File: src/rtl/return_stack_reg_if.sv
// Register-port bundle for the return/data stack register: push/pop strobes in, top-of-stack and status out.
interface return_stack_reg_if #(
    parameter int WIDTH = 16,
    parameter int DEPTH = 32
);
    logic [WIDTH-1:0]               data_in;
    logic                           load;
    logic                           read;
    logic [WIDTH-1:0]               data_out;
    logic [$clog2(DEPTH+1)-1:0]     count;
    logic                           empty;
    logic                           full;
    logic                           overflow;
    logic                           underflow;

    modport master (
        output data_in, load, read,
        input  data_out, count, empty, full, overflow, underflow
    );

    modport slave (
        input  data_in, load, read,
        output data_out, count, empty, full, overflow, underflow
    );
endinterface

File: src/rtl/return_stack_reg.sv
// LIFO register behind one MCU register address; sticky overflow/underflow flags exist only with STACK_REG_GUARD_EN.
// Latency: push/pop take effect at the strobing posedge; data_out is a combinational read of the top entry.
// Backpressure: none; push while full overwrites the oldest entry, pop while empty is ignored.
module return_stack_reg #(
    parameter int WIDTH = 16,
    parameter int DEPTH = 32
) (
    input  logic                sysclk,
    input  logic                sysreset_n,
    return_stack_reg_if.slave   stk
);
    localparam int PW = $clog2(DEPTH);
    localparam int CW = $clog2(DEPTH + 1);

    logic [WIDTH-1:0] mem [DEPTH];
    logic [PW-1:0]    tp;
    logic [PW-1:0]    tp_inc;
    logic [PW-1:0]    tp_dec;
    logic [PW-1:0]    wr_ptr;
    logic [CW-1:0]    count_q;
    logic             is_empty;
    logic             is_full;
    logic             do_push;
    logic             do_pop;
    logic             do_replace;

    always_comb begin
        tp_inc     = (tp == PW'(DEPTH - 1)) ? '0 : tp + 1'b1;
        tp_dec     = (tp == '0) ? PW'(DEPTH - 1) : tp - 1'b1;
        is_empty   = (count_q == '0);
        is_full    = (count_q == CW'(DEPTH));
        // Simultaneous load+read on an empty stack degrades to a plain push.
        do_replace = stk.load && stk.read && !is_empty;
        do_push    = stk.load && !do_replace;
        do_pop     = stk.read && !stk.load && !is_empty;
        wr_ptr     = do_replace ? tp : tp_inc;
    end

    always_ff @(posedge sysclk or negedge sysreset_n) begin
        if (!sysreset_n) begin
            tp      <= '0;
            count_q <= '0;
        end else if (do_push) begin
            tp <= tp_inc;
            if (!is_full) begin
                count_q <= count_q + 1'b1;
            end
        end else if (do_pop) begin
            tp      <= tp_dec;
            count_q <= count_q - 1'b1;
        end
    end

    // Storage is never reset; stale words are masked by the empty check on data_out.
    always_ff @(posedge sysclk) begin
        if (stk.load) begin
            mem[wr_ptr] <= stk.data_in;
        end
    end

`ifdef STACK_REG_GUARD_EN
    logic ovf_q;
    logic unf_q;

    always_ff @(posedge sysclk or negedge sysreset_n) begin
        if (!sysreset_n) begin
            ovf_q <= 1'b0;
            unf_q <= 1'b0;
        end else begin
            if (do_push && is_full) begin
                ovf_q <= 1'b1;
            end
            if (stk.read && !stk.load && is_empty) begin
                unf_q <= 1'b1;
            end
        end
    end

    assign stk.overflow  = ovf_q;
    assign stk.underflow = unf_q;
`else
    assign stk.overflow  = 1'b0;
    assign stk.underflow = 1'b0;
`endif

    assign stk.data_out = is_empty ? '0 : mem[tp];
    assign stk.count    = count_q;
    assign stk.empty    = is_empty;
    assign stk.full     = is_full;
endmodule

File: src/flat_wrapper.sv
// flat-port wrapper written by rule: the top's interface ports become plain ports
module return_stack_reg_flat 
#(
    parameter int WIDTH = 16,
    parameter int DEPTH = 32
)
  (sysclk, sysreset_n, stk_data_in, stk_load, stk_read, stk_data_out, stk_count, stk_empty, stk_full, stk_overflow, stk_underflow);
  return_stack_reg_if #(.WIDTH(WIDTH), .DEPTH(DEPTH)) stk_i ();
  input  logic sysclk;
  input  logic sysreset_n;
  input wire logic [$bits(stk_i.data_in)-1:0] stk_data_in;
  input wire logic [$bits(stk_i.load)-1:0] stk_load;
  input wire logic [$bits(stk_i.read)-1:0] stk_read;
  output wire logic [$bits(stk_i.data_out)-1:0] stk_data_out;
  output wire logic [$bits(stk_i.count)-1:0] stk_count;
  output wire logic [$bits(stk_i.empty)-1:0] stk_empty;
  output wire logic [$bits(stk_i.full)-1:0] stk_full;
  output wire logic [$bits(stk_i.overflow)-1:0] stk_overflow;
  output wire logic [$bits(stk_i.underflow)-1:0] stk_underflow;
  assign stk_i.data_in = stk_data_in;
  assign stk_i.load = stk_load;
  assign stk_i.read = stk_read;
  assign stk_data_out = stk_i.data_out;
  assign stk_count = stk_i.count;
  assign stk_empty = stk_i.empty;
  assign stk_full = stk_i.full;
  assign stk_overflow = stk_i.overflow;
  assign stk_underflow = stk_i.underflow;
  return_stack_reg #(.WIDTH(WIDTH), .DEPTH(DEPTH)) u_core (.sysclk(sysclk), .sysreset_n(sysreset_n), .stk(stk_i));
endmodule
File: config.mk
export PLATFORM = sky130hd
export DESIGN_NAME = return_stack_reg_flat
export DESIGN_NICKNAME = d
export VERILOG_FILES = /design/src/rtl/return_stack_reg_if.sv /design/src/rtl/return_stack_reg.sv /design/src/flat_wrapper.sv
export SDC_FILE = /design/constraint.sdc
export NUM_CORES = 1
export LEC_CHECK = 0
export ABC_AREA = 1
export BUFFER_PORTS_ARGS = -buffer_cell sky130_fd_sc_hd__buf_2
export CORE_MARGIN = 8
export CORE_UTILIZATION = 55
export DETAILED_ROUTE_END_ITERATION = 8
export PLACE_DENSITY = 0.71
export SETUP_SLACK_MARGIN = 0.15
export SLEW_MARGIN = 20
export SYNTH_ARGS = -nofsm -noshare
export SYNTH_HDL_FRONTEND = slang
export SYNTH_SLANG_ARGS = --single-unit
File: constraint.sdc
create_clock -name sysclk -period 4.7 [get_ports sysclk]
set_input_delay 0.235 -clock sysclk [delete_from_list [all_inputs] [get_ports sysclk]]
set_output_delay 0.235 -clock sysclk [all_outputs]
set_load 0.005 [all_outputs]
# Word level (Yosys, flattened, before mapping)

Memories as Yosys holds them, arrays and structs flattened.
Index checks and enable logic that the tools add are counted.

Output and inout port bits: 26
Memories kept: 1
Input port bits: 20
Word-level logic and storage cells: 33
Flip-flop bits (word level): 11
Memory bits (writable): 512

Memories:

| memory     | depth | width | rd ports | clocked after Yosys merged registers in | wr ports | RTL line               | source |
|---|---|---|---|---|---|---|---|
| u_core.mem | 32    | 16    | 1        | 0                                       | 1        | return_stack_reg.sv:15 | `logic [WIDTH-1:0] mem [DEPTH];` |

Equality and inequality tests: 3
Mux-type cells: 11
Reductions and logical operators: 12
Add/subtract/negate cells: 4

Operator list:

| operator              | count |
|---|---|
| $mux W5               | 5 |
| $mux W6               | 3 |
| $mux W16              | 1 |
| $add A6 B1 Y6 const B | 1 |
| $eq A6 B6 Y1 const B  | 1 |
| $logic_not A6 Y1      | 1 |
| $sub A6 B1 Y6 const B | 1 |
| $add A5 B1 Y5 const B | 1 |
| $eq A5 B5 Y1 const B  | 1 |
| $logic_and A1 B1 Y1   | 5 |
| $logic_not A5 Y1      | 1 |
| $sub A5 B1 Y5 const B | 1 |
| $logic_not A1 Y1      | 3 |
| $mux W1               | 2 |
| $ne A2 B2 Y1 const B  | 1 |
| $reduce_and A2 Y1     | 1 |
| $reduce_bool A2 Y1    | 1 |

# Logic depth before layout (Yosys ltp)

Gate-level depths: netlist of the first run.

Depth in word-level cells: 7
Gate-level depth with buffers: 16

# Least setup slack after synthesis of the first run

OpenSTA, ideal clock, no wires.

Path type: register -> register
From: register u_core.tp[2]
To: memory u_core.mem[10][0], enable pin
Setup time: 0.388 ns
Stages on the path, launching flop included: 12
Buffers on the path: 2
Required time: 4.312 ns
Data arrival time: 2.373 ns
Path slack: 1.938 ns
Path through: dfrtp_1 -> buf_2 -> buf_1 -> nand2_1 -> nor2_1 -> ha_1 -> a21oi_1 -> o21ai_0 -> nand2_1 -> o21ai_2 -> nand3_1 -> nor2_1

Longest elaborated chain between the ends: 3
Elaborated cells between the ends (all ways): 4
Those cells by class: add/sub (1); eq/ne (1); mux (2)

RTL lines:

| what                                                 | RTL line               | source |
|---|---|---|
| start, declared                                      | return_stack_reg.sv:16 | `logic [PW-1:0] tp;` |
| start signal, assigned                               | return_stack_reg.sv:44 | `tp <= tp_inc;` |
| start signal, assigned                               | return_stack_reg.sv:49 | `tp <= tp_dec;` |
| $add A5 B1 Y5 / $eq A5 B5 Y1 (equally long branches) | return_stack_reg.sv:28 | `tp_inc = (tp == PW'(DEPTH - 1)) ? '0 : tp + 1'b1;` |
| $mux W5                                              | return_stack_reg.sv:28 |  |
| $mux W5 (*)                                          | return_stack_reg.sv:36 | `wr_ptr = do_replace ? tp : tp_inc;` |
| end, declared                                        | return_stack_reg.sv:15 |  |

Every way passes the cells marked *; elsewhere a longest branch is shown, timed or not.

# Final worst setup path of the first run

From: register u_core.tp[0]
To: output stk_data_out[5]

Longest elaborated chain between the ends: 2

RTL lines:

| what            | RTL line               | source |
|---|---|---|
| $mem_v2 Z32 W16 | -                      |  |
| $mux W16        | return_stack_reg.sv:86 | `assign stk.data_out = is_empty ? '0 : mem[tp];` |
| end, declared   | flat_wrapper.sv:14     | `output wire logic [$bits(stk_i.data_out)-1:0] stk_data_out;` |

No other way between the ends.

==> impl_metrics.csv, run 1 <==
group,metric,value,unit
cts,root_buffer,"clkbuf_16",
setup_path,crit_path_frequent_cell,"nand2_1",
floorplanning,start_util,0.5546,
yosys,synth_mux_area_frac,0,
cts,cts_resized,0,
yosys,yosys.area_share.simple,0.2141,
drt,routed_wl,56290,um
yosys,synth-edff-count,512,
status,status,"finished, final reports clean",
setup_path,critical_path.top_delay_family,"buffers and inverters",
drt,viasPerCell,5.529,
placement,post-place-ws,1.665,ns
setup_path,worstSetupEndpointType,"primary output",
yosys,synth-seq-cells,523,
job,maxCapViolations,0,
yosys,synthesis.area,22540,um^2
global_route,first_global_vias,14517,
setup_path,cp_num_cells,11,
sta,setup_ws,0.9800,ns
sta,fin_skew,0.01483,ns
global_route,antenna_found_initial,0,
yosys,yosysTopAreaCell,"edfxtp_1",
cells_and_area,stdcell_count,2767,
drt,drc,0,
cts,cts_setup_buffers,0,
setup_path,worst_path_max_delay_cell,"inv_6",
global_route,grt_pass1_wl,85350,um
placement,io_buffer_count,43,
floorplanning,rows,74,
setup_path,path_cells,"inv_6 -> buf_12 -> nand2_1 -> nand2_1 -> nand2_1 -> a21oi_1 -> nor2_1 -> nand2_1 -> nand2_1 -> nor2_1 -> buf_2",
sta,fin_crit_sh,0.7915,
setup_path,slowest_delay,0.56,ns
cts,clk_pin_slew,0.06,ns
global_route,gr-total-overflow,0,
yosys,yosysSeqAreaShare,0.6942,
yosys,synth_compound_area_frac,0.03147,
sta,tightest_slew,1.058,ns
cells_and_area,num-fill-cells,3218,
yosys,yosysWarningCount,0,
cells_and_area,utilization,0.6140,
cts,clockBufferDepth,3,
drt,drt_iter0_markers,2077,
yosys,syn_area_per_cell,10.44,um^2
sta,fin_setup_tns,0,ns
yosys,netlist_instances,2159,
sta,finalHoldViolations,0,
power_and_ir_drop,vdd_ir_drop_max,0.7187,mV
yosys,synthXorXnorAreaFrac,0.001554,
drt,detail-route-antenna-nets,0,
floorplanning,fp.dieW,218.5,um
yosys,synth_top_family_by_area,"simple AND/OR/NAND/NOR gates",
setup_path,cp.arrival,3.49,ns
sta,rsz0062_at_grt,"no",
cts,insertion_delay,0.59,ns
cells_and_area,synthToLayoutAreaGrowth,10.71,%
placement,dp.cells,2668,
cts,cts_hold_buf,1,
floorplanning,dieArea,47720,um^2
cts,cts_tree,"built",
cells_and_area,fin_nets,2220,
global_route,grt_usage,0.2349,
yosys,synth.most_common_cell,"nand2_1",
cts,clock-sinks,523,
drt,dr.pass1.iters,6,
yosys,synth-main-ff-cell,"edfxtp_1",
worst_hold_path,hold_path_class,"in -> async",
setup_path,cp.required,4.47,ns
setup_path,r2r_cells,10,
drt,wire_per_inst,20.34,um
floorplanning,coreArea,40650,um^2
cts,numCtsBuffers,53,
floorplanning,die_h,218.5,um
yosys,postSynth.asyncResetShare,0.02103,
sta,fmax,268.8,MHz
yosys,synth_fa_ha_area_frac,0.004773,
drt,route.vias.total,15299,
setup_path,crit_fanout,115,
placement,gp_congestion,0.9240,
placement,detailed_place_hpwl,32040,um
yosys,yosys.cell_types.count,33,
cells_and_area,antennaDiodeCount,0,
setup_path,crit_buf_inv,3,
power_and_ir_drop,p_per_area,601.6,nW/um^2
power_and_ir_drop,p_leak,9.994,nW
yosys,netlist_top_cells_area,"edfxtp_1, nand2_1, nor2_1, nand3_1, inv_1",
sta,drv_slew,0,
floorplanning,num_io_pins,46,
yosys,netlist_top_cells_count,"nand2_1, edfxtp_1, nor2_1, nand3_1, inv_1",
global_route,grt_max_degree,116,
sta,relSlewSlack,0.2943,
setup_path,start_kind,"register",
setup_path,rrSetupSlack,1.59,ns
cells_and_area,layout-drive-gt1-share,0.08367,
yosys,synth.top_cell.area_share,0.6820,
cts,htree_levels,2,
sta,layout_min_cycle_time,3.720,ns
sta,setup_violations,0,
setup_path,worstSetupPathType,"reg -> out",
==> worst reg2reg max path: stages, from the launching register on <==
cell	delay (ns)
dfrtp_4	0.61
buf_4	0.74
nand3_1	0.22
nor2_1	0.14
nor2_1	0.06
nand2_1	0.14
nand2_1	0.08
o21ai_2	0.11
nand3_1	0.21
nor2_1	0.17
buf_4	0.30
==> final cells by class <==
type	instances	area, um^2	area share
timing repair buffer	89	588.1	0.02356
inverter	170	645.6	0.02587
clock buffer	70	1433	0.05740
tap	532	665.6	0.02667
clock inverter	28	279.0	0.01118
sequential	523	15660	0.6274
multi-input combinational	1355	5688	0.2279
==> power breakdown <==
group	switching [W]	internal (W)	total, W
sequential	0.000238	0.00547	0.00571
clock	0.00172	0.00246	0.00418
combinational	0.00369	0.00143	0.00512
==> metrics by stage <==
stage / cell area [um^2] / hold WS (ns) / power [W]
global route: 24960 / 0.07001 / 0.01575
floorplan: 22550 / -0.06059 / 0.009184
global placement: 23240 / 0.1291 / 0.01077
CTS: 24960 / 0.04288 / 0.01501
finish: 24960 / 0.06847 / 0.01501
detailed placement: 23240 / 0.1329 / 0.01085
==> flip-flops by register name, indices dropped and copies added (netlist names) <==
register,flops
u_core.stk.count,6
u_core.tp,5
u_core.mem,512
==> cells in the final DEF (no fill, tap or decap), types with 3 or more instances in the layout <==
cell type / n
a21oi_1: 23
buf_2: 43
buf_4: 43
bufinv_16: 6
clkbuf_1: 15
clkbuf_16: 55
clkinv_1: 13
clkinv_2: 9
dfrtp_1: 8
edfxtp_1: 512
ha_1: 7
inv_1: 165
nand2_1: 717
nand3_1: 169
nand3_2: 7
nand4_1: 4
nor2_1: 299
nor2_2: 5
o21ai_0: 100
o21ai_1: 4
o21ai_2: 5
xor2_1: 3
==> kinds of logic after synthesis <==
group | Yosys count
AOI/OAI and AO/OA | 136
buffers and inverters | 282
and+or+nand+nor | 1205
adders and majority gates | 8
DFF | 523
xor gates and xnor gates | 4
other | 1
==> per-layer routing <==
metal,up-vias,routed length (um),global-route usage
li1,7177,-,-
met1,7313,23010,0.3282
met2,695,26700,0.3744
met3,114,4846,0.03567
met4,0,1728,0.08039
met5,-,0,0
==> final timing paths <==
kind / start / end
setup / recovery: u_core.tp[0] / stk_data_out[5]
hold / removal: sysreset_n / u_core.stk.count[3]
setup reg to reg: u_core.tp[1] / u_core.mem[5][7]
hold reg to reg: u_core.stk.count[0] / u_core.stk.count[0]
max in group asynchronous: sysreset_n / u_core.tp[0]
min in group sysclk: stk_load / u_core.stk.count[1]
(Power assumes the default switching activity.)
==> run 2, diff against run 1 <==
- ABC_AREA: 1 -> 0
- clock period: 4.7 -> 3.75 ns (I/O delays scaled with it)
==> run 2 against run 1 <==
  * Synthesized area decreased by 9.0%
  * Worst hold slack got worse by 0.041 ns
  * Register-to-register slack worse by 0.93 ns
  * Clock power up 13%
  * Via count decreased by 34%
  * Flip-flop and latch count is the same
  * Critical endpoint is now stk_data_out[4]
==> impl_metrics.csv, run 2 <==
group,metric,value,unit
power_and_ir_drop,finalPower,0.01712,W
setup_path,cp.required,3.56,ns
global_route,grt_usage,0.2037,
yosys,synth.most_common_cell,"edfxtp_1",
yosys,netlist_instances,982,
status,status,"finished, final reports clean",
job,maxCapViolations,0,
cts,numCtsBuffers,49,
drt,wire_per_inst,28.23,um
yosys,netlist_top_cells_count,"edfxtp_1, mux4_2, a22oi_1, nor2_1, nand2_1",
drt,dr.pass1.iters,5,
setup_path,critical_path.top_delay_family,"buffers and inverters",
setup_path,worst_path_max_delay_cell,"buf_4",
power_and_ir_drop,p_per_area,745.4,nW/um^2
drt,route.vias.total,10112,
cts,clockBufferDepth,3,
global_route,antenna_found_initial,0,
yosys,synthesis.area,20520,um^2
sta,rsz0062_at_grt,"no",
sta,drv_slew,0,
cells_and_area,num-fill-cells,2433,
yosys,syn_area_per_cell,20.90,um^2
yosys,yosys.cell_types.count,48,
drt,viasPerCell,6.441,
cells_and_area,seqCellArea,15660,um^2
setup_path,r2r_end,"u_core.mem[8][1]",
floorplanning,die_h,209.2,um
cells_and_area,multiInputGateArea,4586,um^2
power_and_ir_drop,pwr-share-comb,0.304,
cells_and_area,layout_commonest_cell,"edfxtp_1",
setup_path,slowest_delay,0.48,ns
sta,tightest_slew,1.053,ns
cts,clock-sinks,523,
placement,placed_area,21420,um^2
setup_path,rrSetupSlack,0.66,ns
setup_path,crit_fanout,40,
power_and_ir_drop,power_frac_clock,0.277,
floorplanning,dieArea,43750,um^2
power_and_ir_drop,p_switching,0.005328,W
floorplanning,coreArea,36700,um^2
floorplanning,start_util,0.5592,
cells_and_area,mostFrequentLayoutCells,"edfxtp_1, mux4_2, a22oi_1",
cells_and_area,largest-register,"u_core.mem",
cells_and_area,largest_reg_flops,512,
setup_path,start_kind,"register",
power_and_ir_drop,swShare,0.3112,
yosys,netlist_top_cells_area,"edfxtp_1, mux4_2, a22oi_1, dfrtp_1, nor2_1",
cts,cts_tree,"built",
drt,routed_wl,44330,um
cells_and_area,layout-drive-gt1-share,0.2650,
yosys,yosysWarningCount,0,
sta,finalHoldViolations,0,
placement,post-place-ws,0.5970,ns
cells_and_area,antennaDiodeCount,0,
power_and_ir_drop,power.internal,0.01179,W
placement,gp_congestion,0.8825,
cts,insertion_delay,0.57,ns
yosys,synth.top_cell.area_share,0.7492,
global_route,grt_max_degree,104,
placement,detailed_place_hpwl,25970,um
yosys,yosysTopAreaCell,"edfxtp_1",
setup_path,cp.arrival,3.27,ns
global_route,gr-total-overflow,0,
drt,detail-route-antenna-nets,0,
setup_path,crit_buf_inv,3,
cts,clk_pin_slew,0.07,ns
floorplanning,fp.dieW,209.2,um
sta,fin_skew,0.01497,ns
setup_path,worstSetupPathType,"reg -> out",
cells_and_area,fin_area,22970,um^2
power_and_ir_drop,seq_power_share,0.419,
yosys,synth-edff-count,512,
power_and_ir_drop,p_leak,7.371,nW
sta,relSlewSlack,0.2964,
sta,fin_crit_sh,0.9215,
sta,fin_setup_tns,0,ns
yosys,postSynth.asyncResetShare,0.02103,
placement,io_buffer_count,43,
setup_path,worstSetupEndpointType,"primary output",
power_and_ir_drop,vdd_ir_drop_max,0.7982,mV
floorplanning,rows,70,
cts,htree_levels,2,
worst_hold_path,hold_path_class,"in -> async",
cts,cts_setup_buffers,0,
sta,setup_violations,0,
global_route,grt_pass1_wl,66160,um
drt,drc,0,
setup_path,path_cells,"buf_4 -> buf_6 -> mux4_2 -> a22oi_1 -> nand2_1 -> a22o_1 -> buf_2",
sta,fmax,289.4,MHz
setup_path,r2r_cells,7,
sta,layout_min_cycle_time,3.456,ns
yosys,synth-main-ff-cell,"edfxtp_1",
global_route,first_global_vias,10003,
setup_path,rr_startpoint,"u_core.tp[0]",
floorplanning,num_io_pins,46,
sta,setup_ws,0.2944,ns
yosys,synth-seq-cells,523,
yosys,yosysSeqAreaShare,0.7626,
cells_and_area,fin_nets,1092,
cts,root_buffer,"clkbuf_16",
cells_and_area,synthToLayoutAreaGrowth,11.94,%
drt,drt_iter0_markers,1248,
==> run 2: cell count changes after synthesis, moves of 15 or more <==
cell	before	now
buf_2	60	21
inv_1	166	6
nand2_1	717	39
nor2_1	300	43
mux4_2	0	128
a22o_1	0	16
nand3_1	169	6
a21oi_1	23	8
o21ai_0	100	6
a22oi_1	0	65
==> run 2: logic make-up (layout without fill, tap and decap cells) <==
kind of cell,after synthesis,after routing,synth area share
flops,523,523,0.7626
xor+xnor,9,9,0.003841
mux,132,132,0.1425
simple gates,120,120,0.02677
other cells,1,2,0.0001827
buf+inv,67,186,0.01427
fa+ha+maj,8,8,0.005243
compound gates,122,122,0.04457
==> run 2: layer usage <==
metal  share of wire  wire [um]  track usage
met2            0.45      19970       0.2951
met4           0.023       1026      0.05638
met3           0.094       4158      0.04909
met5               0          0            0
met1            0.43      19170       0.3079
==> run 2: power groups by stage <==
stage | logic [W] | registers [W] | clock network (W)
3_5_place_dp | 0.00518 | 0.00730 | 0
2_1_floorplan | 0.00352 | 0.00715 | 0
5_1_grt | 0.00557 | 0.00722 | 0.00502
6_report | 0.00521 | 0.00718 | 0.00473
4_1_cts | 0.00521 | 0.00717 | 0.00481
3_3_place_gp | 0.00514 | 0.00727 | 0
==> run 2: layout make-up <==
cell class / count / share of cell area
Multi-Input combinational cell: 393 / 0.1996
Timing Repair Buffer: 90 / 0.02598
Clock inverter: 28 / 0.008932
Tap cell: 468 / 0.02549
Sequential cell: 523 / 0.6816
Clock buffer: 61 / 0.05719
Inverter: 7 / 0.001144
==> run 2: worst reg2reg max path, delay by kind of cell (launching register included) <==
kind,cells,cell delay [ns]
AO/OA/AOI/OAI,1,0.30
XOR/XNOR,1,0.21
buffers and inverters,2,0.81
flip-flops,1,0.47
AND/OR/NAND/NOR,3,0.99
==> run 2: repair_timing <==
action	4_1_cts	5_1_grt
pin swaps	0	0
resized for setup	1	1
endpoints found under the hold margin	12	0
endpoints found under the setup margin	1	1
hold buffers	2	0
==> run 2: per-stage QoR <==
| step | hold slack (ns) | util | cells |
|---|---|---|---|
| 5_1_grt | 0.04110 | 0.6260 | 1570 |
| 6_report | 0.02715 | 0.6260 | 1570 |
| 3_3_place_gp | 0.08154 | 0.5837 | 1479 |
| 2_1_floorplan | -0.1081 | - | 983 |
| 3_5_place_dp | 0.08554 | 0.5837 | 1479 |
| 4_1_cts | 0.01304 | 0.6258 | 1570 |
==> run 2: worst max path at each step <==
stage,start,end,cells past startpoint
3_3_place_gp,u_core.tp[0],u_core.mem[8][2],7
2_1_floorplan,u_core.tp[2],u_core.mem[0][0],10
4_1_cts,u_core.tp[0],stk_data_out[4],6
3_5_place_dp,u_core.tp[0],u_core.mem[8][8],7
5_1_grt,u_core.tp[1],stk_data_out[4],7
6_report,u_core.tp[1],stk_data_out[4],7
